`src/rtl/jmp_seq_if.sv`:
```
// rtl/jmp_seq_if.sv - operand byte fetch bus between jmp_seq and memory
// Signals:
//   mem_req   sequencer -> memory  operand byte fetch request
//   mem_ack   memory -> sequencer  operand byte valid on mem_data this cycle
//   mem_data  memory -> sequencer  operand byte
// Modports: master (sequencer side), slave (memory side).
interface jmp_seq_if;
  logic       mem_req;
  logic       mem_ack;
  logic [7:0] mem_data;

  modport master (output mem_req, input mem_ack, input mem_data);
  modport slave  (input mem_req, output mem_ack, output mem_data);
endinterface

```
`src/rtl/jmp_seq.sv`:
```
// rtl/jmp_seq.sv - jump instruction operand fetch and execute sequencer
// Optional feature macro: JMP_SHORT_EN (one-byte relative form with sign extension).
// Ports:
//   clk, rst      clock (rising edge), asynchronous active-low reset
//   start, cins   jump opcode decoded / opcode byte, accepted only in IDLE
//   short_op      one-byte relative form request (JMP_SHORT_EN builds only)
//   mem           operand fetch bus (jmp_seq_if.master)
//   dbus          data to jump unit databus
//   highbits_we   jump unit high-byte write strobe
//   cins_q        latched opcode to jump unit
//   jmp_oe, pcoe  jump unit evaluate strobe / its "taken" result
//   pc_inc        advance PC by one
//   pc_load       load PC from jump unit
//   busy, done    not idle / one-cycle end-of-sequence pulse
//   err           sticky fetch timeout flag
module jmp_seq #(
  parameter int TIMEOUT = 15
) (
  input  logic        clk,
  input  logic        rst,
  input  logic        start,
  input  logic [7:0]  cins,
  input  logic        short_op,
  jmp_seq_if.master   mem,
  output logic [7:0]  dbus,
  output logic        highbits_we,
  output logic [7:0]  cins_q,
  output logic        jmp_oe,
  input  logic        pcoe,
  output logic        pc_inc,
  output logic        pc_load,
  output logic        busy,
  output logic        done,
  output logic        err
);

  localparam logic [7:0] LP_TIMEOUT = 8'(TIMEOUT);

  typedef enum logic [2:0] {
    S_IDLE,
    S_FETCH_HI,
    S_FETCH_LO,
`ifdef JMP_SHORT_EN
    S_SEXT,
`endif
    S_EXEC
  } state_t;

  state_t     r_state;
  state_t     w_state_nxt;
  logic [7:0] r_cins_q;
  logic [7:0] r_lo_q;
  logic [7:0] r_wait;
  logic       r_err;
  logic       w_accept;
  logic       w_abort;
  logic       w_lo_we;
  logic       w_fetch;
  logic       w_mem_req;

`ifdef JMP_SHORT_EN
  logic       r_short;
`else
  logic       w_unused_short;
  assign w_unused_short = short_op;
`endif

  assign w_fetch     = (r_state == S_FETCH_HI) || (r_state == S_FETCH_LO);
  assign mem.mem_req = w_mem_req;
  assign cins_q      = r_cins_q;
  assign err         = r_err;
  assign busy        = (r_state != S_IDLE);

  always_comb begin
    w_state_nxt = r_state;
    w_accept    = 1'b0;
    w_abort     = 1'b0;
    w_lo_we     = 1'b0;
    w_mem_req   = 1'b0;
    dbus        = 8'h00;
    highbits_we = 1'b0;
    jmp_oe      = 1'b0;
    pc_inc      = 1'b0;
    pc_load     = 1'b0;
    done        = 1'b0;
    case (r_state)
      S_IDLE: begin
        if (start) begin
          w_accept    = 1'b1;
          w_state_nxt = S_FETCH_HI;
`ifdef JMP_SHORT_EN
          if (short_op) w_state_nxt = S_FETCH_LO;
`endif
        end
      end
      S_FETCH_HI: begin
        // Abort cycle drops mem_req; a late ack here is not consumed.
        if (r_wait == LP_TIMEOUT) begin
          w_abort     = 1'b1;
          done        = 1'b1;
          w_state_nxt = S_IDLE;
        end else begin
          w_mem_req = 1'b1;
          if (mem.mem_ack) begin
            dbus        = mem.mem_data;
            highbits_we = 1'b1;
            pc_inc      = 1'b1;
            w_state_nxt = S_FETCH_LO;
          end
        end
      end
      S_FETCH_LO: begin
        if (r_wait == LP_TIMEOUT) begin
          w_abort     = 1'b1;
          done        = 1'b1;
          w_state_nxt = S_IDLE;
        end else begin
          w_mem_req = 1'b1;
          if (mem.mem_ack) begin
            w_lo_we     = 1'b1;
            pc_inc      = 1'b1;
            w_state_nxt = S_EXEC;
`ifdef JMP_SHORT_EN
            if (r_short) w_state_nxt = S_SEXT;
`endif
          end
        end
      end
`ifdef JMP_SHORT_EN
      S_SEXT: begin
        dbus        = {8{r_lo_q[7]}};
        highbits_we = 1'b1;
        w_state_nxt = S_EXEC;
      end
`endif
      S_EXEC: begin
        // Both pc_inc pulses have landed by now, so pcout is relative to
        // the address after the operand bytes.
        dbus        = r_lo_q;
        jmp_oe      = 1'b1;
        pc_load     = pcoe;
        done        = 1'b1;
        w_state_nxt = S_IDLE;
      end
      default: w_state_nxt = S_IDLE;
    endcase
  end

  always_ff @(posedge clk or negedge rst) begin
    if (!rst) begin
      r_state  <= S_IDLE;
      r_cins_q <= 8'h00;
      r_lo_q   <= 8'h00;
      r_wait   <= 8'h00;
      r_err    <= 1'b0;
`ifdef JMP_SHORT_EN
      r_short  <= 1'b0;
`endif
    end else begin
      r_state <= w_state_nxt;
      if (w_accept) begin
        r_cins_q <= cins;
`ifdef JMP_SHORT_EN
        r_short  <= short_op;
`endif
      end
      if (w_lo_we) r_lo_q <= mem.mem_data;
      if (w_accept)     r_err <= 1'b0;
      else if (w_abort) r_err <= 1'b1;
      // Counter measures consecutive un-acked cycles within one fetch.
      if ((w_state_nxt != r_state) || (w_fetch && mem.mem_ack))
        r_wait <= 8'h00;
      else if (w_fetch)
        r_wait <= r_wait + 8'd1;
    end
  end

endmodule

```
`src/flat_wrapper.sv`:
```
// flat-port wrapper written by rule: the top's interface ports become plain ports
module jmp_seq_flat 
#(
  parameter int TIMEOUT = 15
)
  (clk, rst, start, cins, short_op, dbus, highbits_we, cins_q, jmp_oe, pcoe, pc_inc, pc_load, busy, done, err, mem_mem_req, mem_mem_ack, mem_mem_data);
  jmp_seq_if mem_i ();
  input  logic clk;
  input  logic rst;
  input  logic start;
  input  logic [7:0] cins;
  input  logic short_op;
  output logic [7:0] dbus;
  output logic highbits_we;
  output logic [7:0] cins_q;
  output logic jmp_oe;
  input  logic pcoe;
  output logic pc_inc;
  output logic pc_load;
  output logic busy;
  output logic done;
  output logic err;
  output wire logic [$bits(mem_i.mem_req)-1:0] mem_mem_req;
  input wire logic [$bits(mem_i.mem_ack)-1:0] mem_mem_ack;
  input wire logic [$bits(mem_i.mem_data)-1:0] mem_mem_data;
  assign mem_mem_req = mem_i.mem_req;
  assign mem_i.mem_ack = mem_mem_ack;
  assign mem_i.mem_data = mem_mem_data;
  jmp_seq #(.TIMEOUT(TIMEOUT)) u_core (.clk(clk), .rst(rst), .start(start), .cins(cins), .short_op(short_op), .mem(mem_i), .dbus(dbus), .highbits_we(highbits_we), .cins_q(cins_q), .jmp_oe(jmp_oe), .pcoe(pcoe), .pc_inc(pc_inc), .pc_load(pc_load), .busy(busy), .done(done), .err(err));
endmodule
```
`config.mk`:
```
export PLATFORM = sky130hd
export DESIGN_NAME = jmp_seq_flat
export DESIGN_NICKNAME = d
export VERILOG_FILES = /design/src/rtl/jmp_seq_if.sv /design/src/rtl/jmp_seq.sv /design/src/flat_wrapper.sv
export SDC_FILE = /design/constraint.sdc
export NUM_CORES = 1
export LEC_CHECK = 0
export CAP_MARGIN = 5
export CELL_PAD_IN_SITES_DETAIL_PLACEMENT = 1
export CELL_PAD_IN_SITES_GLOBAL_PLACEMENT = 1
export CORE_MARGIN = 8
export CORE_UTILIZATION = 25
export CTS_BUF_LIST = sky130_fd_sc_hd__clkbuf_2
export DETAILED_ROUTE_END_ITERATION = 16
export GPL_TIMING_DRIVEN = 1
export PLACE_DENSITY_LB_ADDON = 0.05
export SLEW_MARGIN = 20
export SYNTH_ARGS = -nofsm -noshare
export SYNTH_HDL_FRONTEND = slang
export SYNTH_SLANG_ARGS = --single-unit
```
`constraint.sdc`:
```
create_clock -name clk -period 2.6 [get_ports clk]
set_input_delay 0.39 -clock clk [delete_from_list [all_inputs] [get_ports clk]]
set_output_delay 0.39 -clock clk [all_outputs]
set_load 0.02 [all_outputs]
```
==> flow_metrics.tcl, run 1 <==
set metrics [dict create \
    status "completed" \
    netlist_area_mm2 0.00144 \
    ys.flop_type "dfrtp_1" \
    ys_warn_count 0 \
    powerDensity_mw_per_mm2 524 \
    finalSetupViolations 0 \
    stdcell_area_mm2 0.00209 \
    cts_buffer_depth 2 \
    grt_pass1_wl_um 7090 \
    vias_per_cell 4.70 \
    dp_cells 238 \
    die_area_mm2 0.00842 \
    start_util 0.259 \
    clkLatencyLatePin_ns 0.38 \
    worst_pin_slew_ns 0.559 \
    pre_cts_ws_ns 0.0132 \
    utilization 0.378 \
    cts_made_buffers 3 \
    slew_violations 0 \
    period_minus_slack_ns 2.47 \
    power_leakage_nw 0.877 \
    drc 0 \
    critPathBufInv 1 \
    cts_hold_buf 0 \
    antenna_left 0 \
    grt_usage 0.104 \
    die_h_um 91.8 \
    firstDrtPassIters 2 \
    synth_seq_area_share 0.488 \
    stdcell_count 249 \
    cts_num_sinks 28 \
    grt_max_degree 29 \
    wl_per_cell_um 16.6 \
    max_stage_delay_ns 0.60 \
    synth_seq_cells 28 \
    ff_latch_area_um2 703 \
    rsz0062_at_grt "yes" \
    final_nets 201 \
    async_flop_share 1.00 \
    io_buffer_count 44 \
    synthesis.nets 141 \
    yosys.area.top_type "dfrtp_1" \
    n_antenna_cell 0 \
    num_vias 1171 \
    cp_top_family "buffers and inverters" \
    fin_crit_sh 0.951 \
    wl_um 4120 \
    path_clk_slew_ns 0.28 \
    antenna_found_initial 0 \
    grt_overflow 0 \
    synth_edf_count 0 \
    drt_iter0_drc 16 \
    yosysUniqueCellTypes 39 \
    worst_ep_required_time_ns 2.21 \
    max-vdd-ir-drop_uv 190 \
    worst_slack_ns 0.128 \
    final_common_cell "clkdlybuf4s50_1" \
    power_w 0.00110 \
    cp_slowest_cell "clkdlybuf4s50_1" \
    cts_tree "yes" \
    synth.top_cell.area_share 0.488 \
    syn_to_final_growth_pct 45.9 \
    path_class "reg -> out" \
    yosys-top-cells-area "dfrtp_1 (49%), mux2_2 (13%), a22o_1 (4.9%)" \
    hold_viol_final 0 \
    rows 27 \
    cp_cell_sequence "and3b_2 -> and2_1 -> clkdlybuf4s50_1" \
    fin_skew_ns 0.00757 \
    drv_cap 0 \
    dp_hpwl_um 3140 \
    cts_root_buffer "clkbuf_2" \
    grt_pass1_vias 1327 \
    syn_area_per_cell_um2 12.2 \
    path_max_fanout 11 \
    relSlewSlack 0.627 \
    synthesis.instances 118 \
    max_freq_ghz 0.405 \
    final_cell_mix "clkdlybuf4s50_1 (32), dfrtp_1 (26), mux2_2 (17)" \
    placed_area_mm2 0.00200 \
    ff2ff_setup_slack_ns 0.64 \
    nFillCells 636 \
    arrival_ns 2.08 \
    place.gp.congestion 0.724 \
    fp.dieW_um 91.8 \
    multi_input_area_um2 711 \
    cp-end-kind "primary output" \
    cp-start-kind "register" \
    io_pins 46 \
    htree_levels 1 \
    coreArea_mm2 0.00554 \
    hold_class "in -> async" \
    drive_above_1_share 0.339 \
]
==> synth_stat cells, drive strengths merged (2+ instances only) <==
master and count:
a22o 8, nor2 6, or3 4, o21ai 4, nor4b 2, a21oi 2
a21o 2, nor3 9, nor4 2, mux2 17, and4bb 2, xnor2 7
buf 2, clkbuf 2, nand2 4, dfrtp 28
==> registers in the layout, indices dropped and copies added, names as in the netlist <==
signal / cells
u_core.r_lo_q: 8
u_core.err: 1
u_core.r_wait: 8
u_core.cins_q: 8
u_core.r_state: 3
==> cells by family (layout without fill, tap and decap cells) <==
kind of cell | Yosys count | in the layout | synth area share
buffers and inverters | 5 | 64 | 0.0209
muxes | 18 | 18 | 0.140
AOI/OAI and AO/OA | 19 | 19 | 0.108
other | 1 | 1 | 0.00261
DFF | 28 | 28 | 0.488
adders and majority gates | 1 | 1 | 0.00872
xor gates and xnor gates | 7 | 7 | 0.0558
and+or+nand+nor | 39 | 39 | 0.175
==> worst reg2reg max path, delay by kind of cell, from the launching register on <==
family | cells | cell delay (ns)
AO/OA/AOI/OAI | 2 | 0.70
adder cells (fa/ha/maj) | 1 | 0.20
buffers and inverters | 1 | 0.18
flip-flops | 1 | 0.44
AND/OR/NAND/NOR | 2 | 0.40
==> worst paths after layout <==
| kind | start | end | cells past startpoint |
|---|---|---|---|
| max | u_core.r_state[2] | pc_load | 3 |
| min | rst | u_core.r_state[2] | 2 |
| max reg2reg | u_core.r_wait[1] | u_core.r_wait[0] | 6 |
| min reg2reg | u_core.cins_q[7] | u_core.cins_q[7] | 1 |
| max in group asynchronous | rst | u_core.r_state[1] | 2 |
| min in group clk | u_core.cins_q[7] | u_core.cins_q[7] | 1 |
==> per-stage QoR <==
step                hold WS [ns]  TNS (ns)
finish                     0.343         0
global route               0.314   -0.0175
CTS                        0.326         0
detailed placement         0.495         0
global placement           0.486         0
floorplan                 0.0944         0
==> cell type report <==
type	count	area share
timing repair buffer	59	0.259
tap	72	0.0430
sequential	28	0.336
inverter	1	0.00179
clock inverter	1	0.0143
multi-input combinational	85	0.339
clock buffer	3	0.00717
==> power by group <==
part	switching, W	internal, W
Clock	0.000140	0.000132
Sequential	0.0000396	0.000502
Combinational	0.000127	0.000157
Total	0.000307	0.000791
==> what timing repair did <==
| item | CTS | global route |
|---|---|---|
| pin swaps | 1 | 0 |
| setup buffers | 3 | 4 |
| resized for setup | 31 | 6 |
| endpoints found under the setup margin | 14 | 12 |
==> layer usage <==
layer	global-route usage	wire, µm
met1	0.123	1820
met2	0.179	2080
met3	0.0302	183
met4	0.0322	38
met5	0	0
(Power assumes the default switching activity.)
==> run 2: changes to the inputs <==
HOLD_SLACK_MARGIN = 0.12   (was not set)
==> results of run 2 <==
No change in the layout: final DEF, timing and power equal those of run 1.
==> run 3: changes to the inputs <==
ABC_AREA = 1   (was not set)
CORE_UTILIZATION = 36   (was 25)
==> run 3 against run 2 <==
Effect of this change: maximum frequency grew 1.9%; largest cell class is now sequential cells; clock skew up 0.0023 ns; register-to-register slack improved by 0.28 ns; via count increased by 15%; clock power hardly changed; cell area shrank 3.5%; first-iteration DRC count grew to 3.0 times the previous value; non-clock buffer count decreased by 11; cell count grew 14%; critical endpoint is now jmp_oe; sequential power is 0.7% higher.
==> flow_metrics.tcl, run 3 <==
set metrics [dict create \
    ys.flop_type "dfrtp_1" \
    cts_tree "yes" \
    synth.top_cell.area_share 0.483 \
    dp_cells 278 \
    max_freq_ghz 0.412 \
    die_area_mm2 0.00631 \
    ys_warn_count 0 \
    drc 0 \
    cp-end-kind "primary output" \
    tns_ns 0 \
    slew_violations 0 \
    pre_cts_ws_ns 0.0641 \
    synthTopCellsByCount "nand2_1 (59), dfrtp_1 (28), inv_1 (26)" \
    clkLatencyLatePin_ns 0.37 \
    yosys-top-cells-area "dfrtp_1 (48%), nand2_1 (15%), inv_1 (6.7%)" \
    n_antenna_cell 0 \
    final_cell_mix "nand2_1 (59), clkdlybuf4s50_1 (31), inv_1 (26), dfrtp_1 (26), o21ai_0 (18)" \
    multi_input_area_um2 644 \
    fin_crit_sh 0.933 \
    synth_seq_area_share 0.483 \
    rows 23 \
    drive_above_1_share 0.115 \
    drv_cap 0 \
    vias_per_cell 4.73 \
    synth_edf_count 0 \
    cts_buffer_depth 2 \
    syn_area_per_cell_um2 7.84 \
    antenna_left 0 \
    cts_made_buffers 3 \
    finalSetupViolations 0 \
    path_class "reg -> out" \
    async_flop_share 1.00 \
    ff2ff_path_depth 6 \
    htree_levels 1 \
    worst_ep_required_time_ns 2.21 \
    synthesis.instances 185 \
    syn_to_final_growth_pct 39.3 \
    io_buffer_count 44 \
    hold_viol_final 0 \
    ff_latch_area_um2 703 \
    grt_overflow 0 \
    grt_pass1_vias 1516 \
    hold_class "in -> async" \
    num_vias 1343 \
    path_clk_slew_ns 0.28 \
    worstSetupStartpoint "u_core.r_state[0]" \
    yosys.area.top_type "dfrtp_1" \
    status "completed" \
    grt_max_degree 29 \
    yosysUniqueCellTypes 22 \
    cp-start-kind "register" \
    final_common_cell "nand2_1" \
    coreArea_mm2 0.00394 \
    die_h_um 79.5 \
    final_nets 258 \
    synth_most_common_cell "nand2_1" \
    wl_um 3950 \
    grt_usage 0.132 \
    path_max_fanout 10 \
    period_minus_slack_ns 2.43 \
    fp.dieW_um 79.5 \
    fin_skew_ns 0.00991 \
    cts_num_sinks 28 \
    stdcell_count 284 \
    utilization 0.513 \
    antenna_found_initial 0 \
    power_leakage_nw 1.02 \
    firstDrtPassIters 4 \
    drt_iter0_drc 48 \
    dp_hpwl_um 3060 \
    grt_pass1_wl_um 6760 \
    io_pins 46 \
    max-vdd-ir-drop_uv 295 \
    cts_root_buffer "clkbuf_2" \
    place.gp.congestion 0.768 \
    nFillCells 503 \
    rsz0062_at_grt "no" \
    worst_slack_ns 0.174 \
    start_util 0.368 \
    cts_hold_buf 0 \
    wl_per_cell_um 13.9 \
    r2r-start "u_core.r_state[0]" \
    powerDensity_mw_per_mm2 530 \
    synth_seq_cells 28 \
    synthesis.nets 208 \
    netlist_area_mm2 0.00145 \
    arrival_ns 2.04 \
]
run 3: cell count changes after synthesis, moves of 9 or more:
| cell | change |
|---|---|
| nand2_1 | +55 |
| inv_1 | +25 |
| mux2_2 | -17 |
| o21ai_0 | +15 |
| nand3_1 | +10 |
| nor2_1 | +9 |
| nor3_1 | -9 |
run 3: layout make-up:
class	count	share of cell area
well taps	50	0.0310
inverters	29	0.0539
multi-input cells	125	0.319
repair buffers	48	0.226
flip-flops and latches	28	0.348
clock inverters	1	0.0149
clock buffers	3	0.00743
run 3: final timing paths:
kind                                endpoint  slack (ns)
setup reg to reg            u_core.r_wait[6]        0.92
hold reg to reg             u_core.cins_q[7]        0.52
setup / recovery                      jmp_oe        0.17
hold / removal              u_core.r_wait[4]        0.34
min in group clk            u_core.cins_q[6]        0.50
max in group asynchronous  u_core.r_state[0]        1.98
run 3: routing by layer:
metal	GRT usage	vias to the layer above	wire, µm
li1	-	663	-
met1	0.145	652	1640
met2	0.234	26	2050
met3	0.0439	2	240
met4	0.0389	0	17
met5	0	-	0
run 3: where the power goes:
part	internal [W]	total (W)	switching (W)
clock	0.000132	0.000270	0.000138
combinational	0.000118	0.000255	0.000137
sequential	0.000504	0.000546	0.0000414
total	0.000754	0.00107	0.000316
run 3: worst max-delay path, cell delays in order (launching register included):
cell and delay [ns]:
dfrtp_2 0.49, inv_2 0.07, nor2_4 0.11, inv_1 0.08, nor2_4 0.24, clkdlybuf4s50_1 0.67
run 3: what timing repair did:
action                                  4_1_cts  5_1_grt
resized for setup                            19        2
pin swaps                                     0        0
endpoints found under the setup margin       14        5
setup buffers                                 2        0
run 3: metrics by stage:
stage | power, W | cell area, µm² | hold WS [ns]
after floorplan | 0.000679 | 1450 | 0.0944
after global placement | 0.000799 | 1950 | 0.461
after detailed placement | 0.000814 | 1950 | 0.465
after CTS | 0.00109 | 2010 | 0.313
after global routing | 0.00113 | 2020 | 0.338
final | 0.00107 | 2020 | 0.341
run 3: logic make-up after synthesis:
kind of cell / synth area share
simple gates: 0.311
buf+inv: 0.0897
flops: 0.483
compound gates: 0.0751
xor+xnor: 0.0302
fa+ha+maj: 0.00863
other cells: 0.00259
